===== src/rtl/tsc_pkg.sv =====
`default_nettype none
// +--------------------------------------------------------------------------+
// | tsc_pkg : shared constants and state encodings for trigger_surround_cache |
// | Revision: 1.0                                                             |
// +--------------------------------------------------------------------------+
package tsc_pkg;

    localparam int         c_DEPTH  = 32;
    localparam int         c_PRE    = 16;
    localparam logic [7:0] c_THRESH = 8'd200;
    localparam int         c_ADDR_W = $clog2(c_DEPTH);

    localparam logic [3:0] c_ST_IDLE      = 4'd0;
    localparam logic [3:0] c_ST_RUNNING   = 4'd1;
    localparam logic [3:0] c_ST_TRIGGERED = 4'd2;
    localparam logic [3:0] c_ST_BUFFERED  = 4'd3;
    localparam logic [3:0] c_ST_SENDING   = 4'd4;

endpackage
`default_nettype wire


===== src/rtl/tsc_ring_buffer.sv =====
`default_nettype none
// +--------------------------------------------------------------------------+
// | tsc_ring_buffer : DEPTH x 8 sample memory, sync write, registered read    |
// | Revision: 1.0                                                             |
// +--------------------------------------------------------------------------+
module tsc_ring_buffer import tsc_pkg::*; #(
    parameter int DEPTH = c_DEPTH,
    parameter int AW    = $clog2(DEPTH)
) (
    input  logic          clk,
    input  logic          reset,
    input  logic          i_we,
    input  logic [AW-1:0] i_waddr,
    input  logic [7:0]    i_wdata,
    input  logic [AW-1:0] i_raddr,
    output logic [7:0]    o_rdata
);

    logic [7:0] r_mem [DEPTH];
    logic [7:0] r_rdata;

    // Contents are cleared on reset so short-history captures read back zeros.
    always_ff @(posedge clk or negedge reset) begin
        if (!reset) begin
            for (int i = 0; i < DEPTH; i++) begin
                r_mem[i] <= '0;
            end
            r_rdata <= '0;
        end else begin
            if (i_we) begin
                r_mem[i_waddr] <= i_wdata;
            end
            r_rdata <= r_mem[i_raddr];
        end
    end

    assign o_rdata = r_rdata;

endmodule
`default_nettype wire


===== src/rtl/trigger_surround_cache.sv =====
`default_nettype none
// +--------------------------------------------------------------------------+
// | trigger_surround_cache : captures samples around an ADC threshold trigger |
// | and streams them out oldest-first under a req/rdy handshake.              |
// | Revision: 1.0                                                             |
// +--------------------------------------------------------------------------+
module trigger_surround_cache import tsc_pkg::*; #(
    parameter int         DEPTH  = c_DEPTH,
    parameter int         PRE    = c_PRE,
    parameter logic [7:0] THRESH = c_THRESH
) (
    input  logic        clk,
    input  logic        reset,
    input  logic        start,
    input  logic [7:0]  adc_data,
    input  logic        req,
    input  logic        sbf,
    output logic        trd,
    output logic        cd,
    output logic        rdy,
    output logic [7:0]  dat,
    output logic [31:0] trigtm,
    output logic        sd
);

    localparam int                  c_AW   = $clog2(DEPTH);
    localparam logic [c_AW-1:0]     c_POST = c_AW'(DEPTH - PRE - 1);
    localparam logic [c_AW-1:0]     c_LAST = c_AW'(DEPTH - 1);

    logic [3:0]      r_current_state;
    logic [31:0]     r_timer;
    logic [31:0]     r_trigtm;
    logic [c_AW-1:0] r_wptr;
    logic [c_AW-1:0] r_rptr;
    logic [c_AW-1:0] r_pc;
    logic [c_AW-1:0] r_sc;
    logic            r_req_q;
    logic            r_trd;
    logic            r_cd;
    logic            r_rdy;
    logic            r_sd;

    logic            w_req_rise;
    logic            w_post_done;
    logic            w_we;
    logic [7:0]      w_rdata;

    assign w_req_rise  = req & ~r_req_q;
    assign w_post_done = (r_pc == c_POST);
    // The clock that raises cd writes nothing: the post window is already full.
    assign w_we = (r_current_state == c_ST_RUNNING) ||
                  ((r_current_state == c_ST_TRIGGERED) && !w_post_done);

    always_ff @(posedge clk or negedge reset) begin
        if (!reset) begin
            r_timer <= '0;
        end else begin
            r_timer <= r_timer + 32'd1;
        end
    end

    always_ff @(posedge clk or negedge reset) begin
        if (!reset) begin
            r_current_state <= c_ST_IDLE;
            r_trigtm        <= '0;
            r_wptr          <= '0;
            r_rptr          <= '0;
            r_pc            <= '0;
            r_sc            <= '0;
            r_req_q         <= 1'b0;
            r_trd           <= 1'b0;
            r_cd            <= 1'b0;
            r_rdy           <= 1'b0;
            r_sd            <= 1'b0;
        end else begin
            r_req_q <= req;
            r_sd    <= 1'b0;
            case (r_current_state)
                c_ST_IDLE: begin
                    if (start) begin
                        r_trd           <= 1'b0;
                        r_cd            <= 1'b0;
                        r_current_state <= c_ST_RUNNING;
                    end
                end
                c_ST_RUNNING: begin
                    r_wptr <= r_wptr + 1'b1;
                    if (adc_data >= THRESH) begin
                        r_trd           <= 1'b1;
                        r_trigtm        <= r_timer;
                        r_pc            <= '0;
                        r_current_state <= c_ST_TRIGGERED;
                    end
                end
                c_ST_TRIGGERED: begin
                    if (w_post_done) begin
                        r_cd            <= 1'b1;
                        r_rptr          <= r_wptr;
                        r_current_state <= c_ST_BUFFERED;
                    end else begin
                        r_wptr <= r_wptr + 1'b1;
                        r_pc   <= r_pc + 1'b1;
                    end
                end
                c_ST_BUFFERED: begin
                    if (sbf) begin
                        r_sc            <= '0;
                        r_rdy           <= 1'b1;
                        r_current_state <= c_ST_SENDING;
                    end
                end
                c_ST_SENDING: begin
                    if (w_req_rise) begin
                        r_rptr <= r_rptr + 1'b1;
                        if (r_sc == c_LAST) begin
                            r_rdy           <= 1'b0;
                            r_sd            <= 1'b1;
                            r_current_state <= c_ST_IDLE;
                        end else begin
                            r_sc <= r_sc + 1'b1;
                        end
                    end
                end
                default: r_current_state <= c_ST_IDLE;
            endcase
        end
    end

    tsc_ring_buffer #(
        .DEPTH (DEPTH),
        .AW    (c_AW)
    ) u_ring (
        .clk     (clk),
        .reset   (reset),
        .i_we    (w_we),
        .i_waddr (r_wptr),
        .i_wdata (adc_data),
        .i_raddr (r_rptr),
        .o_rdata (w_rdata)
    );

    assign trd    = r_trd;
    assign cd     = r_cd;
    assign rdy    = r_rdy;
    assign dat    = w_rdata;
    assign trigtm = r_trigtm;
    assign sd     = r_sd;

endmodule
`default_nettype wire


===== config.mk =====
export PLATFORM = sky130hd
export DESIGN_NAME = trigger_surround_cache
export DESIGN_NICKNAME = d
export VERILOG_FILES = /design/src/rtl/tsc_pkg.sv /design/src/rtl/tsc_ring_buffer.sv /design/src/rtl/trigger_surround_cache.sv
export SDC_FILE = /design/constraint.sdc
export NUM_CORES = 1
export LEC_CHECK = 0
export BUFFER_PORTS_ARGS = -buffer_cell sky130_fd_sc_hd__buf_4
export CORE_MARGIN = 2
export CORE_UTILIZATION = 55
export DETAILED_ROUTE_END_ITERATION = 8
export PLACE_DENSITY = 0.78
export SLEW_MARGIN = 20
export SYNTH_ARGS = -nofsm -noshare
export SYNTH_HDL_FRONTEND = slang
export SYNTH_HIERARCHICAL = 1
export SYNTH_SLANG_ARGS = --single-unit

===== constraint.sdc =====
create_clock -name clk -period 6.5 [get_ports clk]
set_clock_uncertainty 0.15 [all_clocks]
set_input_delay 1.3 -clock clk [delete_from_list [all_inputs] [get_ports clk]]
set_output_delay 1.3 -clock clk [all_outputs]
set_load 0.02 [all_outputs]

==> key figures <==
Die
  – Die X: 174 um
  – Core area: 28600 um2
  – Die Y: 174 um
  – Initial Util: 55.7%
  – Die area: 30400 um2
  – Io pins: 57
  – # rows: 62

Logic synthesis
  – Most instantiated cells after synthesis: dfrtp_1 (356), mux2_2 (293), mux4_2 (80)
  – Synth area leaders: dfrtp_1 (56%), mux2_2 (21%), mux4_2 (11%), xnor2_1 (1.3%), nand2_1 (1.1%)
  – Most common cell in the netlist: dfrtp_1
  – Top FF cell, synth: dfrtp_1
  – Synth Area in Compound Gates: 1.47%
  – Post-synthesis cell count: 1065
  – Syn nets: 1085
  – Mux contribution to synthesized area: 32.2%
  – FF+latch count, synth: 356
  – Adder-cell share of the synthesized area: 0.549%
  – Number of synthesized flops with an enable pin: 0
  – Synthesized cell area: 16000 um2
  – Synth unique cells: 50
  – Sequential element share of the synthesized area: 55.8%
  – Synth area leader: dfrtp_1
  – Asr flop ratio synth: 100%
  – Share of the synthesized area in the top cell type: 55.8%
  – Mapped Avg Cell Area: 15.0 um2
  – Xor and xnor area share after synthesis: 1.98%
  – Largest family of logic cells by synthesized area: multiplexers
  – YS warnings: 6
  – Synth Area in Simple Gates: 5.85%

Layout
  – Nets: 1125
  – Core Util, Final: 62.6%
  – Layout area overhead: 12.3%
  – Final Instance Area: 17900 um2
  – ANT cells: 0
  – Fillers: 2062
  – Final std cells w/o fill: 1513
  – Fraction of layout cells with a size suffix above 1: 45.3%

Critical path
  – Flop2flop setup slack: 2.67 ns
  – Required time of the critical path: 6.75 ns
  – FF-to-FF End: u_ring/r_mem[137]$_DFFE_PN0P_
  – Critical path class: reg2reg
  – Crit path launch: r_pc[0]$_DFFE_PN0P_
  – Crit Path Max Fanout: 13
  – CP endpoint kind: flip-flop
  – CP arrival: 4.08 ns
  – R2R depth: 8
  – CP Launch Type: flip-flop
  – Worst r2r src: r_pc[0]$_DFFE_PN0P_

Global routing
  – GR Overflow Total: 0
  – Routing usage on met1: 34.8%
  – Initial antenna violation count: 0
  – Most Crowded Layer GR: met2
  – Met2 Use GR: 35.0%
  – Largest net degree at the start of global routing: 137
  – First-pass GRT wire length: 54.5 mm
  – Vias in the first global route: 9449
  – Met3 GRT Util: 4.31%
  – GRT Util Overall: 23.1%

Routing
  – DR vias: 9201
  – Starting DRT DRC Count: 674
  – WL final: 33.8 mm
  – WL per Instance: 22.4 um
  – 1st-pass router iterations: 5
  – DR vias/cell: 6.08
  – Routed Antenna Nets: 0
  – # DRC: 0

Power and ir drop
  – Pwr dens: 465 nW/um2
  – Combinational share of power: 30.1%
  – Clk pwr share: 26.4%
  – VDD IR max: 230 uV
  – Sequential share of power: 43.5%
  – Int Pwr: 5830 uW
  – Static Leak: 0.00804 uW
  – Sw Ratio: 30.0%
  – Psw: 2500 uW

Min path
  – Worst hold path type: reg2reg
  – Hold depth: 1
  – Hold Path Sink: r_timer[31]$_DFF_PN0_
  – HP Start: r_timer[31]$_DFF_PN0_

STA
  – Worst rel slew slack: 32.9%
  – Fin crit share: 58.9%
  – Achievable Freq: 261 MHz
  – RSZ-0062 raised after global routing: false
  – TNS Setup: 0 ns
  – Fin crit period: 3.83 ns
  – Worst slew pin tran: 1.01 ns
  – Final slew viol count: 0
  – Setup WS post-layout: 2.67 ns
  – # setup viols final: 0
  – Final hold violations: 0

Placed design
  – DP Cell Count: 1449
  – Dpl ws: 2.71 ns
  – I/O Buffers: 56
  – Post-DP HPWL: 20.9 mm
  – GPL Wtd Cong: 0.831
  – Placed cell area: 16600 um2

CTS
  – Total clock buffers created by CTS: 38
  – CTS tree: done
  – Postcts setup bufs: 0
  – Clk_lat worst skew: 0.52 ns
  – CTS Sinks: 356
  – Max Buffers Root-to-Sink: 3
  – # H-tree levels: 2
  – Clk pin slew, worst setup/hold paths: 0.06 ns
  – Root Buffer: clkbuf_16
  – Resized Gates After CTS: 0
  – CTS hold repair buffers: 0

Status
  – Status: completed

Flow run
  – Max_cap viols: 0
[registers in the layout, indices dropped and copies added, names as in the netlist, 3 cells and up]
name,cells
trigtm,32
r_sc,5
r_current_state,3
r_rptr,5
u_ring/o_rdata,8
u_ring/r_mem,256
r_timer,32
r_pc,5
r_wptr,5
[cell usage in the layout (no fill, tap or decap), drive strengths merged, types with 2 or more instances in the layout]
| master | n |
|---|---|
| inv | 14 |
| nand4 | 11 |
| xor2 | 13 |
| clkinv | 7 |
| mux2i | 2 |
| and3b | 2 |
| nor3b | 6 |
| or3 | 5 |
| or3b | 3 |
| nand3b | 6 |
| and2 | 3 |
| mux2 | 294 |
| nor3 | 11 |
| a22oi | 3 |
| nand2b | 2 |
| nand2 | 48 |
| bufinv | 3 |
| dfrtp | 356 |
| clkbuf | 53 |
| o21ai | 19 |
| xnor2 | 23 |
| nor2 | 29 |
| nor4 | 4 |
| mux4 | 80 |
| a21oi | 15 |
| and4 | 5 |
| buf | 63 |
| and3 | 10 |
| nand3 | 21 |
| ha | 7 |
[per-layer routing]
layer	vias to the layer above	part of all wire (%)	wire, um
met1	4925	45	15300
li1	3986	-	-
met3	53	5.6	1910
met5	-	0	0
met2	237	47	15900
met4	0	2.1	701
[power groups by stage]
stage | logic, uW | registers [uW] | clock network (uW)
final | 2510 | 3620 | 2190
after floorplan | 1970 | 3380 | 0
after global placement | 2420 | 3590 | 0
after CTS | 2510 | 3610 | 2240
after global routing | 2660 | 3730 | 2340
after detailed placement | 2490 | 3640 | 0
[critical path, stage by stage, from the launching register on]
cell and delay, ns:
dfrtp_1 0.40, ha_1 0.21, and3_1 0.18, ha_1 0.23, or3b_2 0.47, a21oi_2 0.58
nand3b_1 0.27, nor2_1 0.80, mux2_2 0.43
[metrics by stage]
| step | power [uW] | hold WS (ns) |
|---|---|---|
| 5_1_grt | 8730 | 0.355 |
| 3_3_place_gp | 6010 | 0.318 |
| 3_5_place_dp | 6120 | 0.319 |
| 6_report | 8320 | 0.322 |
| 2_1_floorplan | 5350 | 0.288 |
| 4_1_cts | 8360 | 0.326 |
[kinds of logic after synthesis]
group	after synthesis
DFF	356
buffers and inverters	77
muxes	376
and+or+nand+nor	171
AOI/OAI and AO/OA	42
xor gates and xnor gates	36
adders and majority gates	7
[worst max-delay path by stage]
| stage | to | slack (ns) | depth (start not counted) |
|---|---|---|---|
| finish | u_ring/r_mem[137]$_DFFE_PN0P_ | 2.67 | 8 |
| global route | u_ring/r_mem[141]$_DFFE_PN0P_ | 2.49 | 8 |
| CTS | u_ring/r_mem[93]$_DFFE_PN0P_ | 2.70 | 8 |
| detailed placement | u_ring/r_mem[93]$_DFFE_PN0P_ | 2.71 | 8 |
| global placement | u_ring/r_mem[91]$_DFFE_PN0P_ | 2.77 | 8 |
| floorplan | u_ring/r_mem[152]$_DFFE_PN0P_ | 3.07 | 10 |
[layout make-up]
type	instances	area (um2)	share of cell area, %
clock buffers	53	1140	6.37
well taps	384	480	2.68
flip-flops and latches	356	8910	49.7
clock inverters	11	133	0.740
repair buffers	63	493	2.75
inverters	14	52.6	0.293
multi-input cells	632	6700	37.4
(Power assumes the default switching activity.)
